**src/rtl/pipe_stall_ctrl.sv**
```systemverilog
// pipe_stall_ctrl: hazard/stall sequencer for the 5-stage pipeline.
// Ports:
//   clk, rst_n                         clock, async active-low reset
//   id_rs_addr/id_rt_addr/_used        register reads of the ID instruction
//   ex_rd_waddr/ex_rd_wena/ex_is_load  destination/write/load flags of EX
//   ex_div_req, div_done               DIV occupancy of EX and divider completion
//   exc_flush                          exception/ERET redirect from ID
//   pc_ena .. mem_wb_ena               stage register enables
//   if_id_flush, id_ex_bubble          NOP insertion into IF/ID and ID/EX
//   div_start, div_timeout             divider start pulse, sticky watchdog flag
//   stall_cnt                          saturating count of cycles with pc_ena=0
module pipe_stall_ctrl #(
  parameter int MAX_WAIT = 64,
  parameter int CNT_W    = 16
) (
  input  logic             clk,
  input  logic             rst_n,
  input  logic [4:0]       id_rs_addr,
  input  logic [4:0]       id_rt_addr,
  input  logic             id_rs_used,
  input  logic             id_rt_used,
  input  logic [4:0]       ex_rd_waddr,
  input  logic             ex_rd_wena,
  input  logic             ex_is_load,
  input  logic             ex_div_req,
  input  logic             div_done,
  input  logic             exc_flush,
  output logic             pc_ena,
  output logic             if_id_ena,
  output logic             if_id_flush,
  output logic             id_ex_ena,
  output logic             id_ex_bubble,
  output logic             ex_mem_ena,
  output logic             mem_wb_ena,
  output logic             div_start,
  output logic             div_timeout,
  output logic [CNT_W-1:0] stall_cnt
);
  localparam int WW = $clog2(MAX_WAIT);
  typedef enum logic [1:0] {RUN, DIV_WAIT, DIV_DONE} state_t;
  state_t           state_q, state_d;
  logic [WW-1:0]    wcnt_q, wcnt_d;
  logic             div_start_q, div_start_d;
  logic             div_timeout_q, div_timeout_d;
  logic [CNT_W-1:0] stall_cnt_q, stall_cnt_d;
  logic             load_use, div_hit, flush_hit, lu_hit, frz;
  assign div_start   = div_start_q;
  assign div_timeout = div_timeout_q;
  assign stall_cnt   = stall_cnt_q;
  assign load_use = ex_is_load & ex_rd_wena & (ex_rd_waddr != 5'd0) &
                    ((id_rs_used & (id_rs_addr == ex_rd_waddr)) |
                     (id_rt_used & (id_rt_addr == ex_rd_waddr)));
  always_ff @(posedge clk or negedge rst_n) begin
    if (!rst_n) begin
      state_q       <= RUN;
      wcnt_q        <= '0;
      div_start_q   <= 1'b0;
      div_timeout_q <= 1'b0;
      stall_cnt_q   <= '0;
    end else begin
      state_q       <= state_d;
      wcnt_q        <= wcnt_d;
      div_start_q   <= div_start_d;
      div_timeout_q <= div_timeout_d;
      stall_cnt_q   <= stall_cnt_d;
    end
  end
  // div_start_q is high exactly in the first DIV_WAIT cycle, so it doubles as
  // the marker for the cycle in which div_done must be ignored.
  always_comb begin
    state_d       = state_q;
    wcnt_d        = wcnt_q;
    div_start_d   = 1'b0;
    div_timeout_d = div_timeout_q;
    stall_cnt_d   = (!pc_ena && stall_cnt_q != '1) ? stall_cnt_q + 1'b1 : stall_cnt_q;
    case (state_q)
      RUN: begin
        if (ex_div_req) begin
          state_d     = DIV_WAIT;
          wcnt_d      = '0;
          div_start_d = 1'b1;
        end
      end
      DIV_WAIT: begin
        if (!div_start_q && div_done) state_d = DIV_DONE;
        else if (wcnt_q == WW'(MAX_WAIT - 1)) begin
          state_d       = DIV_DONE;
          div_timeout_d = 1'b1;
        end else wcnt_d = wcnt_q + 1'b1;
      end
      default: state_d = RUN;
    endcase
  end
  // Priority in RUN: DIV entry, then exception flush, then load-use stall.
  always_comb begin
    div_hit      = (state_q == RUN) & ex_div_req;
    flush_hit    = (state_q == RUN) & ~ex_div_req & exc_flush;
    lu_hit       = (state_q == RUN) & ~ex_div_req & ~exc_flush & load_use;
    frz          = div_hit | (state_q == DIV_WAIT);
    pc_ena       = ~(frz | lu_hit);
    if_id_ena    = ~(frz | lu_hit);
    id_ex_ena    = ~frz;
    ex_mem_ena   = ~frz;
    mem_wb_ena   = ~frz;
    if_id_flush  = flush_hit;
    id_ex_bubble = flush_hit | lu_hit;
  end
endmodule

```
**config.mk**
```make
export PLATFORM = sky130hd
export DESIGN_NAME = pipe_stall_ctrl
export DESIGN_NICKNAME = d
export VERILOG_FILES = /design/src/rtl/pipe_stall_ctrl.sv
export SDC_FILE = /design/constraint.sdc
export NUM_CORES = 1
export LEC_CHECK = 0
export BUFFER_PORTS_ARGS = -buffer_cell sky130_fd_sc_hd__buf_2
export CORE_UTILIZATION = 45
export CTS_CLUSTER_DIAMETER = 100
export DETAILED_ROUTE_END_ITERATION = 8
export HOLD_SLACK_MARGIN = 0.08
export PLACE_DENSITY = 0.73
export SYNTH_ARGS = -nofsm -noshare
export SYNTH_HDL_FRONTEND = slang
export SYNTH_SLANG_ARGS = --single-unit
```
**constraint.sdc**
```tcl
create_clock -name clk -period 6.1 [get_ports clk]
set_input_delay 0.305 -clock clk [delete_from_list [all_inputs] [get_ports clk]]
set_output_delay 0.305 -clock clk [all_outputs]
set_load 0.1 [all_outputs]
```
==> results.rst <==
.. list-table::
   :header-rows: 1

   * - Metric
     - Value
   * - Total power density per cell area
     - 485 nW/um^2
   * - Layout cells sized above 1
     - 33.5%
   * - Register area
     - 651 sq um
   * - Synth Cell Area
     - 1470 sq um
   * - Kind of critical path
     - reg -> reg
   * - Synthesized netlist cell count
     - 143
   * - Commonest cells after routing, fill and taps aside
     - sky130_fd_sc_hd__buf_2 (48), sky130_fd_sc_hd__dfrtp_1 (26), sky130_fd_sc_hd__xor2_1 (16), sky130_fd_sc_hd__nor2_1 (14), sky130_fd_sc_hd__nand2_1 (11)
   * - Pre-Repair DR Iteration Count
     - 5
   * - Run status
     - finished clean
   * - Largest family of logic cells by synthesized area
     - simple AND/OR/NAND/NOR gates
   * - Placeable core region
     - 3080 sq um
   * - # port buffers
     - 48
   * - Post-DRT Antenna Nets
     - 0
   * - Measured slew at the worst slew-check pin
     - 0.998 ns
   * - Design Area, Final
     - 1760 sq um
   * - Multi-input combinational cell area
     - 763 sq um
   * - Routability congestion estimate
     - 0.791
   * - Iter 0 DRT Violations
     - 38
   * - Number of distinct library cell variants in the gate-level netlist after synthesis
     - 42
   * - Xor and xnor area share after synthesis
     - 14.2%
   * - Number of enable flip-flop cells after synthesis
     - 0
   * - Worst-path clk slew
     - 0.14 ns
   * - Flip-flop cell with the highest count after synthesis
     - sky130_fd_sc_hd__dfrtp_1
   * - Combinational share of power
     - 61.1%
   * - Tmin final
     - 2.52 ns
   * - Top Ports
     - 49
   * - Worst-Skew Late Latency
     - 0.31 ns
   * - Endpoint kind of the worst setup timing path
     - flip-flop
   * - Peak supply drop
     - 0.000324 V
   * - Placed Instance Area
     - 1730 sq um
   * - Proportion of synthesized flip-flops having asynchronous set or reset
     - 100%
   * - Sum of net half-perimeters after detailed placement
     - 2.49 mm
   * - Diodes inserted
     - 0
   * - Root Driver
     - sky130_fd_sc_hd__clkbuf_4
   * - Synth Area in Compound Gates
     - 9.56%
   * - Sink count of the clock tree
     - 26
   * - Final hold violation count
     - 0
   * - Reported leakage power
     - 0.000900 uW
   * - Die Span X
     - 59.1 um
   * - Largest fanout of any net on the critical path
     - 11
   * - Maximum number of buffers from clock root to sink
     - 2
   * - MaxCap Viol Count
     - 0
   * - Most common library cell in the layout ignoring fill and taps
     - sky130_fd_sc_hd__buf_2
   * - Finish-stage setup viols
     - 0
   * - Internal power
     - 334 uW
   * - Overall routing resource usage
     - 19.1%
   * - Switching power total
     - 520 uW
   * - Total detailed-routing wirelength
     - 3.18 mm
   * - Routed via count divided by cell count
     - 5.24
   * - Yosys Warn Count
     - 0
   * - Per-instance average area after synthesis
     - 10.3 sq um
   * - Starting Density
     - 47.6%
   * - Area growth syn-to-layout
     - 20.1%
   * - Post-synthesis mux area share
     - 2.99%
   * - Clock skew after layout
     - 0.0121 ns
   * - Number of global-route vias before repair
     - 1206
   * - Element type at the critical path start
     - flip-flop
   * - Global-route wire length before repair
     - 5.00 mm
   * - Simple-gate share of the synthesized area
     - 23.5%
   * - Relative contribution of sequential cells to total power
     - 30.7%
   * - Mapped Nets
     - 169
   * - Arrival time at the worst endpoint
     - 2.73 ns
   * - Flop2flop setup slack
     - 3.58 ns
   * - Post-layout nets
     - 219
   * - Flop and latch count out of synthesis
     - 26
   * - Die Ht
     - 59.1 um
   * - Type of the tightest min-delay check
     - in -> reg
   * - Total via count in the routed design
     - 1232
   * - Maximum number of pins on one net before global-route repair
     - 27
   * - Max Fclk
     - 397 MHz
   * - Setup repair after global routing missed its margin
     - no
   * - Remaining global-route overflow
     - 0
   * - # rows
     - 20
   * - Register area share after synthesis
     - 44.4%
   * - Switching part of the total
     - 60.9%
   * - Total Negative Setup Slacks
     - 0 ns
   * - Proportion of power drawn by the clock network
     - 8.2%
   * - Number of fill cells
     - 311
   * - Post-DR wirelength/cell
     - 13.5 um
   * - Synthesized-area fraction occupied by adder cells
     - 1.71%
   * - Normalized max-slew margin
     - 33.1%
   * - Req. time, crit path
     - 6.32 ns
   * - Die outline area
     - 3490 sq um
   * - CTS tree
     - yes
   * - Share of the clock period used by the worst path
     - 41.3%
   * - Clock buffer count from CTS
     - 3
   * - H-Tree Depth
     - 1
   * - Final count of pins violating max slew
     - 0
   * - Total DRC errors in the routed layout
     - 0
   * - Antenna violations before repair
     - 0
## per-layer routing
metal	global-route usage (%)	vias up	wire length, um
met2	35.1	49	1570
met1	21.8	582	1400
met5	0	-	0
met4	7.48	0	33
li1	-	597	-
met3	3.71	4	173
## final timing paths
kind / start / end / cells past startpoint
setup / recovery: state_q[0]$_DFFE_PN0P_ / stall_cnt[1]$_DFFE_PN0P_ / 5
hold / removal: ex_div_req / div_start$_DFF_PN0_ / 2
setup reg to reg: state_q[0]$_DFFE_PN0P_ / stall_cnt[1]$_DFFE_PN0P_ / 5
hold reg to reg: div_timeout$_DFFE_PN0P_ / div_timeout$_DFFE_PN0P_ / 1
max in group asynchronous: rst_n / state_q[0]$_DFFE_PN0P_ / 2
min in group asynchronous: rst_n / stall_cnt[1]$_DFFE_PN0P_ / 2
## cell usage after synthesis, types with 2 or more instances
library cell | instances | share of area [%]
sky130_fd_sc_hd__a21oi_1 | 3 | 1.0
sky130_fd_sc_hd__a31oi_1 | 3 | 1.3
sky130_fd_sc_hd__and3_1 | 7 | 3.0
sky130_fd_sc_hd__and4_1 | 2 | 1.2
sky130_fd_sc_hd__buf_4 | 3 | 1.5
sky130_fd_sc_hd__dfrtp_1 | 26 | 44
sky130_fd_sc_hd__ha_1 | 2 | 1.7
sky130_fd_sc_hd__inv_1 | 4 | 1.0
sky130_fd_sc_hd__mux2_2 | 3 | 2.3
sky130_fd_sc_hd__nand2_1 | 11 | 2.8
sky130_fd_sc_hd__nand2b_1 | 2 | 0.85
sky130_fd_sc_hd__nand3_1 | 5 | 1.7
sky130_fd_sc_hd__nand3_2 | 2 | 1.4
sky130_fd_sc_hd__nand4_1 | 4 | 1.7
sky130_fd_sc_hd__nor2_1 | 14 | 3.6
sky130_fd_sc_hd__nor3_1 | 2 | 0.68
sky130_fd_sc_hd__nor3b_1 | 2 | 1.0
sky130_fd_sc_hd__nor4_1 | 2 | 0.85
sky130_fd_sc_hd__o21ai_0 | 2 | 0.68
sky130_fd_sc_hd__o21ai_2 | 2 | 1.2
sky130_fd_sc_hd__xnor2_1 | 6 | 3.6
sky130_fd_sc_hd__xor2_1 | 16 | 9.6
## worst max-delay path, cell delays in order, from the launching register on
cell and delay (ns):
sky130_fd_sc_hd__dfrtp_1 0.44, sky130_fd_sc_hd__or3_4 0.41, sky130_fd_sc_hd__nor3_2 0.18, sky130_fd_sc_hd__o21ai_2 0.11, sky130_fd_sc_hd__o31ai_2 0.87, sky130_fd_sc_hd__mux2_2 0.42
## power by group through the flow
stage                     Combinational (uW)  Clock, uW  Sequential [uW]
after floorplan                          269          0              440
after global placement                   514          0              259
after detailed placement                 523          0              264
after CTS                                525       72.5              261
after global routing                     549       79.5              267
final                                    522       69.8              262
## per-stage QoR
stage | std cells | power (uW) | setup WS, ns | util, % | hold WS (ns)
after global placement | 231 | 774 | 3.65 | 56.1 | 0.335
after detailed placement | 231 | 787 | 3.55 | 56.1 | 0.337
after floorplan | 143 | 709 | 3.23 | - | 0.00941
after CTS | 235 | 858 | 3.56 | 57.2 | 0.349
final | 235 | 854 | 3.58 | 57.2 | 0.361
after global routing | 235 | 896 | 3.41 | 57.2 | 0.339
## repair_timing
action,in CTS,in global routing
setup buffers,0,0
resized for setup,0,0
hold buffers,1,0
hold endpoints to repair,26,0
endpoints found under the setup margin,0,0
## cell type report
| type | instances | share of cell area (%) |
|---|---|---|
| multi-input cells | 108 | 43.4 |
| flip-flops and latches | 26 | 37.0 |
| repair buffers | 49 | 14.2 |
| well taps | 44 | 3.13 |
| clock buffers | 3 | 1.28 |
| inverters | 5 | 1.07 |
## registers in the layout (all words and copies together), names as in the netlist
name         count
div_timeout      1
stall_cnt       16
state_q          2
div_start        1
wcnt_q           6
## logic make-up after synthesis
kind of cell               Yosys count
DFF                                 26
xor gates and xnor gates            23
adders and majority gates            2
muxes                                4
AOI/OAI and AO/OA                   19
and+or+nand+nor                     60
buffers and inverters                9
Power figures use the tool's default switching activity.
